## src/rtl/ps2_host_tx.sv

```systemverilog
// Host-to-device PS/2 transmitter: inhibits the bus, issues a request-to-send,
// clocks out one odd-parity byte on device clock falls and checks the device ack.
module ps2_host_tx #(
    parameter int INHIBIT_CYCLES = 1200,
    parameter int TIMEOUT_CYCLES = 150000
) (
    input  logic       clock,
    input  logic       reset,
    input  logic [7:0] tx_data,
    input  logic       tx_start,
    output logic       tx_busy,
    output logic       tx_done,
    output logic       tx_error,
    input  logic       ps2_clk_in,
    input  logic       ps2_dat_in,
    output logic       ps2_clk_drive_low,
    output logic       ps2_dat_drive_low
);

    localparam int IW = $clog2(INHIBIT_CYCLES + 1);
    localparam int WW = $clog2(TIMEOUT_CYCLES + 1);

    typedef enum logic [2:0] {
        S_IDLE,
        S_INHIBIT,
        S_REQ,
        S_SEND,
        S_ACK,
        S_WAIT_IDLE
    } state_t;

    state_t        state_q;
    logic [9:0]    shift_q;
    logic [3:0]    bit_cnt_q;
    logic [IW-1:0] inh_cnt_q;
    logic [WW-1:0] wdog_q;
    logic          busy_q;
    logic          done_q;
    logic          err_q;
    logic          clk_low_q;
    logic          dat_low_q;

    logic          clk_s1_q;
    logic          clk_s2_q;
    logic          clk_prev_q;
    logic          dat_s1_q;
    logic          dat_s2_q;
    logic          fall_q;

    // Synchronizers idle high so a reset never fabricates a falling edge.
    always_ff @(posedge clock) begin
        if (reset) begin
            clk_s1_q   <= 1'b1;
            clk_s2_q   <= 1'b1;
            clk_prev_q <= 1'b1;
            dat_s1_q   <= 1'b1;
            dat_s2_q   <= 1'b1;
            fall_q     <= 1'b0;
        end else begin
            clk_s1_q   <= ps2_clk_in;
            clk_s2_q   <= clk_s1_q;
            clk_prev_q <= clk_s2_q;
            dat_s1_q   <= ps2_dat_in;
            dat_s2_q   <= dat_s1_q;
            fall_q     <= clk_prev_q & ~clk_s2_q;
        end
    end

    always_ff @(posedge clock) begin
        if (reset) begin
            state_q   <= S_IDLE;
            shift_q   <= '0;
            bit_cnt_q <= '0;
            inh_cnt_q <= '0;
            wdog_q    <= '0;
            busy_q    <= 1'b0;
            done_q    <= 1'b0;
            err_q     <= 1'b0;
            clk_low_q <= 1'b0;
            dat_low_q <= 1'b0;
        end else begin
            done_q <= 1'b0;
            err_q  <= 1'b0;
            case (state_q)
                S_IDLE: begin
                    if (tx_start) begin
                        shift_q   <= {1'b1, ~^tx_data, tx_data};
                        inh_cnt_q <= '0;
                        busy_q    <= 1'b1;
                        clk_low_q <= 1'b1;
                        dat_low_q <= 1'b0;
                        state_q   <= S_INHIBIT;
                    end
                end
                S_INHIBIT: begin
                    if (inh_cnt_q == IW'(INHIBIT_CYCLES - 1)) begin
                        dat_low_q <= 1'b1;
                        state_q   <= S_REQ;
                    end else begin
                        inh_cnt_q <= inh_cnt_q + IW'(1);
                    end
                end
                S_REQ: begin
                    clk_low_q <= 1'b0;
                    wdog_q    <= WW'(TIMEOUT_CYCLES);
                    bit_cnt_q <= '0;
                    state_q   <= S_SEND;
                end
                S_SEND: begin
                    if (fall_q) begin
                        dat_low_q <= ~shift_q[bit_cnt_q];
                        bit_cnt_q <= bit_cnt_q + 4'd1;
                        wdog_q    <= WW'(TIMEOUT_CYCLES);
                        if (bit_cnt_q == 4'd9) begin
                            state_q <= S_ACK;
                        end
                    end else if (wdog_q == '0) begin
                        busy_q    <= 1'b0;
                        err_q     <= 1'b1;
                        clk_low_q <= 1'b0;
                        dat_low_q <= 1'b0;
                        state_q   <= S_IDLE;
                    end else begin
                        wdog_q <= wdog_q - WW'(1);
                    end
                end
                S_ACK: begin
                    // The device pulls data low before the 11th fall to acknowledge.
                    if (fall_q) begin
                        if (!dat_s2_q) begin
                            state_q <= S_WAIT_IDLE;
                        end else begin
                            busy_q    <= 1'b0;
                            err_q     <= 1'b1;
                            clk_low_q <= 1'b0;
                            dat_low_q <= 1'b0;
                            state_q   <= S_IDLE;
                        end
                    end else if (wdog_q == '0) begin
                        busy_q    <= 1'b0;
                        err_q     <= 1'b1;
                        clk_low_q <= 1'b0;
                        dat_low_q <= 1'b0;
                        state_q   <= S_IDLE;
                    end else begin
                        wdog_q <= wdog_q - WW'(1);
                    end
                end
                S_WAIT_IDLE: begin
                    if (clk_s2_q && dat_s2_q) begin
                        busy_q  <= 1'b0;
                        done_q  <= 1'b1;
                        state_q <= S_IDLE;
                    end else if (wdog_q == '0) begin
                        busy_q    <= 1'b0;
                        err_q     <= 1'b1;
                        clk_low_q <= 1'b0;
                        dat_low_q <= 1'b0;
                        state_q   <= S_IDLE;
                    end else begin
                        wdog_q <= wdog_q - WW'(1);
                    end
                end
                default: begin
                    busy_q    <= 1'b0;
                    clk_low_q <= 1'b0;
                    dat_low_q <= 1'b0;
                    state_q   <= S_IDLE;
                end
            endcase
        end
    end

    assign tx_busy           = busy_q;
    assign tx_done           = done_q;
    assign tx_error          = err_q;
    assign ps2_clk_drive_low = clk_low_q;
    assign ps2_dat_drive_low = dat_low_q;

endmodule

```

## config.mk

```make
export PLATFORM = sky130hd
export DESIGN_NAME = ps2_host_tx
export DESIGN_NICKNAME = d
export VERILOG_FILES = /design/src/rtl/ps2_host_tx.sv
export SDC_FILE = /design/constraint.sdc
export NUM_CORES = 1
export LEC_CHECK = 0
export ABC_AREA = 1
export CAP_MARGIN = 20
export CORE_UTILIZATION = 55
export CTS_CLUSTER_SIZE = 14
export DETAILED_ROUTE_END_ITERATION = 8
export PLACE_DENSITY_LB_ADDON = 0.05
export SLEW_MARGIN = 20
export SYNTH_ARGS = -nofsm -noshare
export SYNTH_HDL_FRONTEND = slang
export SYNTH_SLANG_ARGS = --single-unit
export TNS_END_PERCENT = 100
```

## constraint.sdc

```tcl
create_clock -name clock -period 1.9 [get_ports clock]
set_input_delay 0.38 -clock clock [delete_from_list [all_inputs] [get_ports clock]]
set_output_delay 0.38 -clock clock [all_outputs]
set_load 0.02 [all_outputs]
```

==> Flow_metrics.wiki <==
{| class="wikitable"
! Metric !! Value
|-
| Type of the setup path with the least slack || flip-flop to flip-flop
|-
| Via count of the routed design || between 2000 and 3000
|-
| Number of unique standard cell types used by synthesis || 35
|-
| TritonCTS clock tree || done
|-
| VDD IR max || roughly 780 uV
|-
| Number of rows created at floorplan || 26
|-
| Maximum capacitance violations || 0
|-
| Number of buffers added by the clock tree synthesis step || 9
|-
| Max-slew violations || 0
|-
| Minimum setup slack in the final design || ~190 ps
|-
| DR DRC count || 0
|-
| DR iter-0 viols || about 210
|-
| Total Neg Setup Slack || 0 ps
|-
| Placeable Area || ~5200 sq um
|-
| Required @ worst endpoint || around 2100 ps
|-
| Worst clock skew || roughly 6.4 ps
|-
| Overall routing resource usage || approximately 26%
|-
| Fraction of final layout cells with drive strength greater than 1 || 10.3%
|-
| Placed insts || 547
|-
| CTS clock-pin slew for the worst setup and hold paths || 60 ps
|-
| Utilization after layout || 67.6%
|-
| Hold Path Stages || 1
|-
| Die Area || around 6000 sq um
|-
| Post-synthesis instance total || 458
|-
| Area added between synthesis and finish || 15.0%
|-
| Starting density of the core || 58.8%
|-
| Worst hold endpoint || clk_s2_q$_SDFF_PP1_
|-
| Width of the die || 76.8 um
|-
| Initial antenna violation count || 0
|-
| Cell area after layout || around 3500 sq um
|-
| Placed Instance Area || about 3400 sq um
|-
| Type of element capturing the critical path || flip-flop
|-
| Leakage power || 1.58 nW
|-
| Top achievable clock speed || between 500 and 600 MHz
|-
| Shortest clock period the worst path allows after layout || around 1700 ps
|-
| Power density of the placed cells || about 1400 nW/um^2
|-
| Result of the run || completed
|-
| Total routed wirelength || 6770 um
|-
| Post-DP HPWL || ~5100 um
|-
| Number of hold-slack violations in the final timing report || 0
|-
| Post-Layout Cell Count || 563
|-
| Critical R2R Launch || wdog_q[0]$_SDFFE_PP0P_
|-
| Worst slack after detailed placement || between 100 and 150 ps
|-
| Final setup violation count || 0
|-
| Number of instances resized during post-cts repair || 0
|-
| H-Tree Depth || 3
|-
| Die height || between 70 and 80 um
|-
| Antenna cell count || 0
|-
| Portion of the post-synthesis area used by sequential elements || 37.1%
|-
| Clk Tree Root Cell || clkbuf_8
|-
| IO Pins || 18
|-
| Final net count || between 500 and 600
|-
| Clock latency at the later pin of the worst-skew pair || 330 ps
|-
| Arrival time of the worst setup path || about 1900 ps
|-
| RD Place Congestion || around 0.89
|-
| Post-route fraction of the period consumed by the critical path || between 80% and 90%
|-
| Max_slew headroom || between 70 and 80%
|-
| Router iterations before antenna repair || 4
|-
| Worst-case clock buffer depth || 2
|-
| Mapped cell area || ~3100 sq um
|-
| Quantity of I/O buffers inserted on ports || 17
|-
| Count of synthesis-stage warnings from yosys || 0
|-
| Crit path max fanout || 8
|-
| Setup repair after global routing missed its margin || no
|-
| Syn_area_per_cell || slightly below 7 sq um
|-
| Wire length of the first global-routing pass || 12200 um
|-
| Kind of start point of the critical path || flip-flop
|-
| Post-Syn Nets || ~480
|-
| Capture instance of the worst register-to-register path || wdog_q[12]$_SDFFE_PP0P_
|-
| GRT overflow || 0
|-
| Per-cell via count in the routed design || between 5 and 6
|-
| Number of global-route vias before repair || 2745
|-
| Startpoint of the worst hold path || clk_s1_q$_SDFF_PP1_
|-
| Worst-Margin Slew || between 300 and 400 ps
|-
| Count of clock tree sinks || 57
|-
| Number of flip-flops and latches in the synthesized netlist || 57
|-
| Type of the tightest min-delay check || flip-flop to flip-flop
|-
| R2r worst-path depth || 11
|-
| Register-to-Register Setup Slack || 190 ps
|-
| Antenna-violating nets left || 0
|-
| Largest net degree at the start of global routing || 17
|-
| Per-cell routed wire length || approximately 12 um
|}
## flip-flops by register name, indices dropped and copies added, names as in the netlist, 3 cells and up
name       count
inh_cnt_q     11
shift_q       10
bit_cnt_q      4
state_q        3
wdog_q        18
## routing by layer
metal / track usage [%] / share of wire [%] / wire length (um) / vias up
met2: 42.4 / 47 / 3170 / 58
met4: 9.04 / 0.94 / 64 / 0
met5: 0 / 0 / 0 / -
met3: 7.86 / 4.8 / 328 / 7
li1: - / - / - / 1541
met1: 31.5 / 47 / 3210 / 1292
## repair_timing
action,CTS,global route
setup buffers,0,3
setup endpoints to repair,0,1
hold buffers,0,0
## metrics by stage
stage	hold slack (ps)	power, mW
floorplan	389	3.21
global placement	392	3.79
detailed placement	395	3.84
CTS	409	4.77
global route	419	5.20
finish	407	4.78
## area by class of cell
cell class / instances / area (sq um)
clock buffer: 12 / 145
clock inverter: 1 / 5.00
fill: 487 / 1700
inverter: 63 / 236
multi-input combinational: 329 / 1650
sequential: 57 / 1140
tap: 70 / 87.6
timing repair buffer: 31 / 275
## cell families (layout without fill, tap and decap cells)
group	Yosys count	after routing	share of synthesized area, %
flops	57	57	37.1
buf+inv	72	107	9.35
xor+xnor	15	15	4.27
simple gates	234	234	34.4
compound gates	75	75	12.9
fa+ha+maj	5	5	2.03
## where the power goes
| group | switching, mW | total (mW) | internal (mW) |
|---|---|---|---|
| combinational | 1.49 | 2.33 | 0.848 |
| clock | 0.434 | 0.919 | 0.485 |
| sequential | 0.147 | 1.53 | 1.38 |
| total | 2.07 | 4.78 | 2.72 |
## Yosys cell counts, drive strengths merged
| library cell | instances | area, sq um |
|---|---|---|
| xnor2 | 6 | 52.6 |
| buf | 4 | 32.5 |
| nor4 | 1 | 6.26 |
| or2 | 8 | 50.1 |
| nand4 | 8 | 50.1 |
| a22oi | 1 | 7.51 |
| ha | 5 | 62.6 |
| nor2 | 67 | 267 |
| o21a | 1 | 7.51 |
| o2111ai | 1 | 8.76 |
| o21ai | 25 | 125 |
| dfxtp | 57 | 1140 |
| o211ai | 2 | 15.0 |
| xor2 | 9 | 78.8 |
| o211a | 1 | 10.0 |
| nand3b | 1 | 7.51 |
| nand3 | 36 | 203 |
| inv | 63 | 236 |
| and3 | 2 | 12.5 |
| nor3 | 14 | 75.1 |
| clkbuf | 5 | 18.8 |
| and2 | 1 | 6.26 |
| a21oi | 43 | 215 |
| a211oi | 1 | 7.51 |
| nand2 | 96 | 383 |
## cells in the final DEF, fill, tap and decap left out
cell type        synthesis  layout
nand2_4                  1       1
nand3_4                  1       1
o211a_1                  1       1
nand3b_1                 1       1
nand2_1                 89      89
o211ai_1                 2       2
o21ai_0                 23      23
clkbuf_1                 5       2
xor2_1                   9       9
nand3_1                 33      33
clkinv_2                 0       1
buf_4                    0      14
o2111ai_1                1       1
o21ai_1                  2       2
a22oi_1                  1       1
a21oi_1                 43      43
nor2_2                   3       3
nor4_1                   1       1
inv_1                   60      60
clkbuf_8                 0      10
inv_2                    3       3
ha_1                     5       5
nor3_2                   1       1
nand2_2                  6       6
nor2_1                  63      63
dfxtp_1                 57      57
nand4_1                  8       8
and3_1                   2       2
and2_1                   1       1
nand3_2                  2       2
or2_2                    8       8
xnor2_1                  6       6
nor3_1                  13      13
o21a_1                   1       1
clkdlybuf4s50_1          0      17
a211oi_1                 1       1
nor2_4                   1       1
## worst max-delay path, cell delays in order, from the launching register on
cell and delay [ps]:
dfxtp_1 340, inv_1 120, ha_1 250, nand3_1 90, nor2_1 40, nand3_1 120, buf_4 180, nand2_1 80
nor2_2 180, nand3_1 100, nand2_1 70, nor2_1 40
## worst max path at each step
stage | start | to | slack (ps) | depth (start not counted)
floorplan | wdog_q[0]$_SDFFE_PP0P_ | wdog_q[10]$_SDFFE_PP0P_ | 390 | 11
global placement | tx_start | inh_cnt_q[1]$_SDFFE_PP0P_ | 150 | 8
detailed placement | tx_start | inh_cnt_q[1]$_SDFFE_PP0P_ | 110 | 8
CTS | wdog_q[0]$_SDFFE_PP0P_ | wdog_q[15]$_SDFFE_PP0P_ | 160 | 10
global route | wdog_q[0]$_SDFFE_PP0P_ | wdog_q[15]$_SDFFE_PP0P_ | 0.6 | 10
finish | wdog_q[0]$_SDFFE_PP0P_ | wdog_q[12]$_SDFFE_PP0P_ | 190 | 11
Note: power is estimated with default switching activity, not from simulation.
